## config.mk

```make
export PLATFORM = sky130hd
export DESIGN_NAME = ifu_fetch
export DESIGN_NICKNAME = d
export VERILOG_FILES = /design/src/rtl/mini_cpu_pkg.sv /design/src/rtl/ifu_fifo.sv /design/src/rtl/ifu_fetch.sv
export SDC_FILE = /design/constraint.sdc
export NUM_CORES = 1
export LEC_CHECK = 0
export ABC_AREA = 1
export CORE_ASPECT_RATIO = 0.9
export CORE_MARGIN = 2
export CORE_UTILIZATION = 58
export DETAILED_ROUTE_END_ITERATION = 12
export PLACE_DENSITY = 0.95
export SLEW_MARGIN = 20
export SYNTH_ARGS = -nofsm -noshare
export SYNTH_HDL_FRONTEND = slang
export SYNTH_HIERARCHICAL = 1
export SYNTH_SLANG_ARGS = --single-unit
```

## constraint.sdc

```tcl
create_clock -name clk -period 18.6 [get_ports clk]
set_clock_uncertainty 0.15 [all_clocks]
set_input_delay 2.79 -clock clk [delete_from_list [all_inputs] [get_ports clk]]
set_output_delay 2.79 -clock clk [all_outputs]
set_load 0.02 [all_outputs]
```

## src/rtl/mini_cpu_pkg.sv

```systemverilog
// Shared CPU-wide constants and types used by the fetch stage.
`timescale 1ns/1ps
package mini_cpu_pkg;

    localparam int              XLEN             = 32;
    localparam int              INSTR_W          = 32;
    localparam logic [XLEN-1:0] DEFAULT_RESET_PC = 32'h0000_0000;
    localparam logic [XLEN-1:0] PC_STEP          = 32'd4;
    localparam logic [31:0]     NOP_INSTR        = 32'h0000_0013;

    typedef struct packed {
        logic [XLEN-1:0]    pc;
        logic [INSTR_W-1:0] instr;
    } fetch_pkt_t;

    function automatic logic [XLEN-1:0] word_align(input logic [XLEN-1:0] addr);
        return {addr[XLEN-1:2], 2'b00};
    endfunction

endpackage

```

## src/rtl/ifu_fifo.sv

```systemverilog
// Synchronous FIFO with flush; used as the fetch PC queue and the instruction buffer.
`timescale 1ns/1ps
module ifu_fifo #(
    parameter int WIDTH = 32,
    parameter int DEPTH = 2
) (
    input  logic                     clk,
    input  logic                     reset_n,
    input  logic                     push,
    input  logic                     pop,
    input  logic                     flush,
    input  logic [WIDTH-1:0]         wdata,
    output logic [WIDTH-1:0]         rdata,
    output logic                     full,
    output logic                     empty,
    output logic [$clog2(DEPTH):0]   count
);

    localparam int          AW      = $clog2(DEPTH);
    localparam logic [AW:0] DEPTH_C = (AW+1)'(DEPTH);

    logic [WIDTH-1:0] mem [DEPTH];
    logic [AW-1:0]    wr_ptr;
    logic [AW-1:0]    rd_ptr;
    logic             do_push;
    logic             do_pop;

    assign empty   = (count == '0);
    assign full    = (count == DEPTH_C);
    assign do_pop  = pop & ~empty;
    // a pop in the same cycle frees the slot, so a full FIFO may still accept
    assign do_push = push & (~full | do_pop);
    assign rdata   = mem[rd_ptr];

    always_ff @(posedge clk or negedge reset_n) begin
        if (!reset_n) begin
            wr_ptr <= '0;
            rd_ptr <= '0;
            count  <= '0;
        end else if (flush) begin
            wr_ptr <= '0;
            rd_ptr <= '0;
            count  <= '0;
        end else begin
            if (do_push) wr_ptr <= wr_ptr + AW'(1);
            if (do_pop)  rd_ptr <= rd_ptr + AW'(1);
            count <= count + (AW+1)'(do_push) - (AW+1)'(do_pop);
        end
    end

    always_ff @(posedge clk) begin
        if (do_push && !flush) mem[wr_ptr] <= wdata;
    end

endmodule

```

## src/rtl/ifu_fetch.sv

```systemverilog
// Instruction fetch stage: PC generation, imem req/gnt/rvalid handshake, instruction buffer, redirect.
// Optional build macro IFU_PERF_CNT_EN adds perf_fetch_cnt / perf_bubble_cnt outputs.
`timescale 1ns/1ps
module ifu_fetch
    import mini_cpu_pkg::*;
#(
    parameter logic [XLEN-1:0] RESET_PC   = DEFAULT_RESET_PC,
    parameter int              FIFO_DEPTH = 2
) (
    input  logic               clk,
    input  logic               reset_n,
    output logic               imem_req,
    output logic [XLEN-1:0]    imem_addr,
    input  logic               imem_gnt,
    input  logic               imem_rvalid,
    input  logic [INSTR_W-1:0] imem_rdata,
    input  logic               redirect,
    input  logic [XLEN-1:0]    redirect_pc,
    input  logic               stall,
    output logic               out_valid,
    output logic [INSTR_W-1:0] out_instr,
    output logic [XLEN-1:0]    out_pc
`ifdef IFU_PERF_CNT_EN
    ,
    output logic [31:0]        perf_fetch_cnt,
    output logic [31:0]        perf_bubble_cnt
`endif
);

    localparam int             CNT_W      = $clog2(FIFO_DEPTH) + 1;
    localparam logic [CNT_W:0] CREDIT_MAX = (CNT_W+1)'(FIFO_DEPTH);

    logic [XLEN-1:0]  pc_req;
    logic [CNT_W-1:0] discard;
    logic [CNT_W-1:0] outstanding;
    logic [CNT_W-1:0] buf_count;
    logic [CNT_W:0]   in_flight;
    logic [XLEN-1:0]  pcq_head;
    logic             pcq_full;
    logic             pcq_empty;
    logic             buf_full;
    logic             buf_empty;
    fetch_pkt_t       buf_wdata;
    fetch_pkt_t       buf_head;
    logic             issue;
    logic             rsp;
    logic             rsp_keep;
    logic             deliver;

    // outstanding requests are exactly the PC-queue occupancy
    assign in_flight = {1'b0, outstanding} + {1'b0, buf_count};
    assign imem_req  = reset_n & ~redirect & ~pcq_full & ~buf_full & (in_flight < CREDIT_MAX);
    assign imem_addr = pc_req;
    assign issue     = imem_req & imem_gnt;
    assign rsp       = imem_rvalid & ~pcq_empty;
    assign rsp_keep  = rsp & (discard == '0);
    assign deliver   = ~buf_empty & ~stall;

    assign buf_wdata.pc    = pcq_head;
    assign buf_wdata.instr = imem_rdata;

    assign out_valid = ~buf_empty;
    assign out_instr = buf_empty ? '0 : buf_head.instr;
    assign out_pc    = buf_empty ? '0 : buf_head.pc;

    ifu_fifo #(.WIDTH(XLEN), .DEPTH(FIFO_DEPTH)) u_pc_queue (
        .clk     (clk),
        .reset_n (reset_n),
        .push    (issue),
        .pop     (rsp),
        .flush   (1'b0),
        .wdata   (pc_req),
        .rdata   (pcq_head),
        .full    (pcq_full),
        .empty   (pcq_empty),
        .count   (outstanding)
    );

    ifu_fifo #(.WIDTH($bits(fetch_pkt_t)), .DEPTH(FIFO_DEPTH)) u_instr_buf (
        .clk     (clk),
        .reset_n (reset_n),
        .push    (rsp_keep),
        .pop     (deliver),
        .flush   (redirect),
        .wdata   (buf_wdata),
        .rdata   (buf_head),
        .full    (buf_full),
        .empty   (buf_empty),
        .count   (buf_count)
    );

    // in-flight responses at redirect time are older-path words and must be dropped
    always_ff @(posedge clk or negedge reset_n) begin
        if (!reset_n) begin
            pc_req  <= RESET_PC;
            discard <= '0;
        end else if (redirect) begin
            pc_req  <= word_align(redirect_pc);
            discard <= outstanding - CNT_W'(rsp);
        end else begin
            if (issue) pc_req <= pc_req + PC_STEP;
            if (rsp && discard != '0) discard <= discard - CNT_W'(1);
        end
    end

`ifdef IFU_PERF_CNT_EN
    always_ff @(posedge clk or negedge reset_n) begin
        if (!reset_n) begin
            perf_fetch_cnt  <= '0;
            perf_bubble_cnt <= '0;
        end else begin
            if (deliver && perf_fetch_cnt != '1)
                perf_fetch_cnt <= perf_fetch_cnt + 32'd1;
            if (buf_empty && !redirect && perf_bubble_cnt != '1)
                perf_bubble_cnt <= perf_bubble_cnt + 32'd1;
        end
    end
`else
    // performance counters are not built in this configuration
`endif

    rvalid_has_owner: assert property (@(posedge clk) disable iff (!reset_n)
        imem_rvalid |-> !pcq_empty);

endmodule

```

==> results of run 1 <==
==> registers in the layout, summed over array words and instances, names as in the netlist <==
name	cells
u_instr_buf/count	2
u_pc_queue/rd_ptr	1
u_pc_queue/count	2
u_pc_queue/wr_ptr	1
u_instr_buf/rd_ptr	1
u_instr_buf/mem	128
u_instr_buf/wr_ptr	1
imem_addr	30
discard	2
u_pc_queue/mem	64
==> report_power, final <==
group          total [mW]  leakage [nW]  switching (mW)  internal [mW]
Clock               0.493         0.395           0.185          0.309
Combinational       0.113          2.88          0.0641         0.0493
Sequential          0.602          2.23          0.0225          0.579
Total                1.21          5.51           0.271          0.937
==> worst register-to-register path, delay by kind of cell, from the launching register on <==
family                 cells  cell delay, ns
AO/OA/AOI/OAI              1            0.21
buffers and inverters      3            1.50
flip-flops                 1            0.42
AND/OR/NAND/NOR            3            0.99
==> cell usage after synthesis <==
cell | number | area, µm²
xor2_1 | 2 | 17.5
clkbuf_1 | 9 | 33.8
inv_1 | 132 | 495
o211ai_1 | 5 | 37.5
buf_6 | 9 | 101
ha_1 | 5 | 62.6
dfrtp_1 | 40 | 1000
nor2_2 | 9 | 56.3
buf_1 | 1 | 3.75
nand2_4 | 3 | 33.8
a21oi_1 | 3 | 15.0
nor2_4 | 7 | 78.8
buf_2 | 11 | 55.1
o21ai_2 | 2 | 17.5
edfxtp_1 | 192 | 5770
nor3_2 | 1 | 10.0
nand2_2 | 5 | 31.3
nor2_1 | 111 | 417
conb_1 | 1 | 3.75
fa_1 | 1 | 20.0
a31oi_1 | 1 | 6.26
o21bai_1 | 8 | 60.1
nand3_1 | 56 | 280
nor3_1 | 3 | 15.0
clkinv_2 | 1 | 5.00
inv_2 | 5 | 18.8
nand2_1 | 450 | 1690
o311ai_0 | 1 | 8.76
or2_2 | 1 | 6.26
xnor2_1 | 1 | 8.76
nand4_4 | 1 | 21.3
buf_4 | 8 | 60.1
and2_1 | 2 | 12.5
o21ai_0 | 20 | 100
==> routing by layer <==
metal	vias to the layer above	global-route usage (%)	routed length [µm]
met1	3675	31.7	9400
li1	3831	-	-
met3	85	4.43	2380
met4	0	9.98	799
met2	508	42.3	11500
met5	-	0	0
==> logic make-up after synthesis <==
kind of cell / Yosys count
adder cells (fa/ha/maj): 6
AND/OR/NAND/NOR: 649
flip-flops: 232
buffers and inverters: 176
other: 1
XOR/XNOR: 3
AO/OA/AOI/OAI: 40
==> final timing paths <==
kind,startpoint,end,slack (ns)
min in group asynchronous,reset_n,imem_addr[4],2.31
hold reg to reg,u_pc_queue/mem[0][28],u_instr_buf/mem[1][60],0.38
setup / recovery,redirect,imem_req,11.12
max in group asynchronous,reset_n,u_instr_buf/rd_ptr,15.32
setup reg to reg,u_instr_buf/count[1],u_instr_buf/mem[1][28],14.90
hold / removal,u_pc_queue/mem[0][28],u_instr_buf/mem[1][60],0.38
==> cell type report <==
cell class / instances / share of cell area [%]
clock buffer: 34 / 5.17
clock inverter: 10 / 1.11
inverter: 138 / 3.97
multi-input combinational: 707 / 23.2
sequential: 232 / 51.5
tap: 240 / 2.28
timing repair buffer: 170 / 12.8
==> flow_summary.yaml, run 1 <==
placed_design:
  placed_area_mm2: 0.0123
  placed_cells: 1487
  detailed_place_hpwl_um: 14800
  dp_slack_ns: 11.12
  port_buffers: 163
  gp_congestion: 0.911
synth:
  synthesis.area_mm2: 0.0105
  yosysUniqueCellTypes: 34
  postSynthCellCount: 1107
  synth_top_family_by_area: "simple AND/OR/NAND/NOR gates"
  ys_seq_area_share_pct: 64.1
  avgSynthCellArea_um2: 9.53
  yosysWarnings: 6
  synth_xor_area_share_pct: 0.249
  synth-simple-area-share_pct: 25.1
  ys_ff_latch: 232
  synth_compound_area_share_pct: 2.32
  synth_mux_area_share_pct: 0
  synth_fa_ha_area_share_pct: 0.783
power_and_ir_drop:
  pwr_density_cell_mw_per_mm2: 91.9
  vdd_drop_max_mv: 0.0697
  p_leak_nw: 5.51
  power_mw: 1.21
final_layout:
  fin_nets: 1349
  seq_area_mm2: 0.00677
  instances_no_fill: 1531
  drive_gt1_share_pct: 6.20
  fin_util_pct: 74.2
  antenna_cells: 0
  finalInstanceArea_mm2: 0.0131
  final_common_cell: "nand2_1"
  multi_input_area_mm2: 0.00305
  fillers: 1113
  area_growth_pct: 24.6
  final_cell_mix: "450 x nand2_1, 192 x edfxtp_1, 162 x clkdlybuf4s50_1, 131 x inv_1, 109 x nor2_1"
timing:
  worst_pin_slew_ns: 0.999
  setup_viol: 0
  period_needed_ns: 7.48
  worst_hold_slack_ns: 0.382
  slew_viol_final: 0
  slew_headroom_pct: 33.4
  rsz0062_at_grt: "no"
  final_hold_viol_count: 0
  setup_slack_ns: 11.12
  max_freq_mhz: 134
  tns_ns: 0
  finalCritPeriodShare_pct: 40.2
drt:
  drc: 0
  wl_per_cell_um: 15.7
  drt_iter0_drc: 814
  vias: 8099
  drt-pass1-iter-count: 6
  viasPerCell: 5.29
  ant_nets: 0
  wl_um: 24100
cts:
  postCtsSetupBuffers: 0
  clkTransAtPathRegs_ns: 0.06
  clock_path_buffers: 3
  cts_buffers: 24
  clock_latency_ns: 0.50
  htreeDepth: 1
  cts_tree: "built"
  cts-resized-gates: 0
  ctsHoldBuffers: 0
  cts_num_sinks: 232
  cts_root_buffer: "clkbuf_16"
outcome:
  outcome: "finished clean"
setup_path:
  cpMaxStageDelayCell: "clkdlybuf4s50_1"
  reg2reg_depth: 7
  cp.required_ns: 15.66
  end_kind: "output pin"
  startpoint_type: "input port"
  crit_fanout: 37
  cp_cell_sequence: "clkdlybuf4s50_1 > buf_4 > inv_2 > nand2_1 > nor2_1 > clkdlybuf4s50_1"
  critPathMaxStageDelay_ns: 0.53
  crit_buf_inv: 4
  worstSetupPathType: "input port to output pin"
  cp_top_family: "buffers and inverters"
  cp_num_cells: 6
  cp.arrival_ns: 4.54
  crit_top_cell: "clkdlybuf4s50_1"
global_route:
  overflow: 0
  grt_max_degree: 67
  grt_pass1_wl_um: 38400
  antenna_found_initial: 0
  grt_pass1_vias: 7985
  grt_usage_pct: 24.8
floorplan:
  die_w_um: 146
  fp.dieH_um: 132
  placementRows: 46
  die_area_mm2: 0.0193
  ioPinCount: 168
  start_util_pct: 59.5
  core_area_mm2: 0.0177
hold_path:
  min_path_cells: 2
  hold_path.class: "flop to flop"
run:
  maxCapViolations: 0
No activity file was read; power rests on OpenSTA's default activity.
==> run 2, diff against run 1 <==
--- a/config.mk
+++ b/config.mk
@@ -8,9 +8,9 @@
 export ABC_AREA = 1
 export CORE_ASPECT_RATIO = 0.9
 export CORE_MARGIN = 2
-export CORE_UTILIZATION = 58
+export CORE_UTILIZATION = 54
 export DETAILED_ROUTE_END_ITERATION = 12
-export PLACE_DENSITY = 0.95
+export PLACE_DENSITY = 0.92
 export SLEW_MARGIN = 20
 export SYNTH_ARGS = -nofsm -noshare
 export SYNTH_HDL_FRONTEND = slang
==> constraint.sdc (replaced) <==
create_clock -name clk -period 7.15 [get_ports clk]
set_clock_uncertainty 0.15 [all_clocks]
set_input_delay 1.0725 -clock clk [delete_from_list [all_inputs] [get_ports clk]]
set_output_delay 1.0725 -clock clk [all_outputs]
set_load 0.02 [all_outputs]
==> flow_summary.yaml, run 2 (same netlist as run 1, synthesis figures left out) <==
outcome:
  outcome: "finished clean"
drt:
  ant_nets: 0
  vias: 8030
  wl_per_cell_um: 15.9
  viasPerCell: 5.21
  wl_um: 24400
  drt_iter0_drc: 634
  drt-pass1-iter-count: 5
  drc: 0
floorplan:
  start_util_pct: 55.1
  core_area_mm2: 0.0192
  die_area_mm2: 0.0207
  fp.dieH_um: 137
  ioPinCount: 168
  die_w_um: 151
  placementRows: 48
final_layout:
  seq_area_mm2: 0.00677
  drive_gt1_share_pct: 6.74
  final_common_cell: "nand2_1"
  fin_util_pct: 68.5
  area_growth_pct: 24.4
  fillers: 1356
  fin_nets: 1348
  largest_reg_flops: 128
  regMostFlops: "u_instr_buf/mem"
  antenna_cells: 0
  final_cell_mix: "450 x nand2_1, 192 x edfxtp_1, 162 x clkdlybuf4s50_1, 131 x inv_1, 109 x nor2_1"
  multi_input_area_mm2: 0.00305
  instances_no_fill: 1540
power_and_ir_drop:
  vdd_drop_max_mv: 0.143
  p_comb_share_pct: 9.5
  p_int_mw: 2.37
  swShare_pct: 23.6
  pwr-share-seq_pct: 50.5
  pwr_density_cell_mw_per_mm2: 236
  p_switching_uw: 730
  p_leak_nw: 5.49
  power.share.clock_pct: 40.0
timing:
  max_freq_mhz: 239
  finalCritPeriodShare_pct: 58.5
  setup_viol: 0
  period_needed_ns: 4.18
  slew_headroom_pct: 33.4
  final_hold_viol_count: 0
  worst_pin_slew_ns: 0.999
  tns_ns: 0
  worst_hold_slack_ns: 0.391
  rsz0062_at_grt: "no"
  slew_viol_final: 0
setup_path:
  worstSetupPathType: "flop to output pin"
  cp_top_family: "buffers and inverters"
  cp_cell_sequence: "inv_1 > nand2_1 > clkinv_2 > nor2_1 > clkdlybuf4s50_1"
  cp.arrival_ns: 2.96
  startpoint: "u_instr_buf/count[1]"
  cpMaxStageDelayCell: "clkinv_2"
  critPathMaxStageDelay_ns: 0.71
  crit_fanout: 66
  r2r_start: "u_instr_buf/count[1]"
  startpoint_type: "flop"
  end_kind: "output pin"
  crit_buf_inv: 3
  cp.required_ns: 5.93
cts:
  ctsHoldBuffers: 0
  clock_latency_ns: 0.51
  clkTransAtPathRegs_ns: 0.06
  postCtsSetupBuffers: 0
  htreeDepth: 1
  clock_path_buffers: 3
  cts_root_buffer: "clkbuf_16"
  cts_tree: "built"
  cts_num_sinks: 232
  cts-resized-gates: 0
  cts_buffers: 24
global_route:
  grt_usage_pct: 23.4
  grt_pass1_vias: 7683
  grt_pass1_wl_um: 37600
  overflow: 0
  antenna_found_initial: 0
  grt_max_degree: 67
hold_path:
  hold_path.class: "flop to flop"
  worstHoldStart: "u_pc_queue/mem[0][1]"
placed_design:
  gp_congestion: 0.900
  placed_cells: 1496
  detailed_place_hpwl_um: 15500
  port_buffers: 163
run:
  maxCapViolations: 0
run 2: cell count changes in the layout (fill, tap and decap cells not counted), sizes merged:
| cell | before | now |
|---|---|---|
| clkinvlp | 1 | 3 |
| buf | 8 | 7 |
| clkinv | 8 | 9 |
| inv | 135 | 138 |
| clkbuf | 34 | 30 |
| bufinv | 4 | 2 |
run 2: worst paths after layout:
path	to	slack, ns	cells past startpoint
setup / recovery	out_instr[31]	2.97	5
hold / removal	u_instr_buf/mem[1][33]	0.39	2
setup reg to reg	u_instr_buf/mem[1][53]	3.07	7
hold reg to reg	u_instr_buf/mem[1][33]	0.39	2
max in group asynchronous	u_instr_buf/rd_ptr	5.59	1
min in group asynchronous	imem_addr[8]	0.59	1
run 2: metal layers:
layer / vias up / global-route usage [%] / routed length (µm)
met1: 3684 / 29.5 / 9420
met5: - / 0 / 0
met2: 442 / 40.0 / 11700
li1: 3820 / - / -
met3: 84 / 4.63 / 2470
met4: 0 / 9.45 / 859
run 2: power groups by stage:
stage,combinational [mW],clock (mW),sequential (mW)
global placement,0.281,0,1.59
CTS,0.295,1.26,1.56
finish,0.295,1.24,1.56
global route,0.320,1.32,1.57
floorplan,0.131,0,1.59
detailed placement,0.291,0,1.59
run 2: area by class of cell:
cell class	count	share of cell area (%)
inverters	138	3.98
repair buffers	169	12.7
flip-flops and latches	232	51.6
multi-input cells	707	23.3
well taps	250	2.38
clock buffers	30	5.06
clock inverters	14	1.00
run 2: tightest hold or removal path: cells and delay by family (launching register included):
| kind | cells | cell delay (ns) |
|---|---|---|
| flops | 1 | 0.32 |
| simple gates | 2 | 0.12 |
run 2: per-stage QoR:
stage	cell area (µm²)	worst slack [ns]	power [mW]
after floorplan	10600	0.586	1.73
after global placement	12300	3.14	1.87
after detailed placement	12300	3.10	1.88
after CTS	13100	3.10	3.11
after global routing	13100	2.75	3.21
final	13100	2.97	3.10
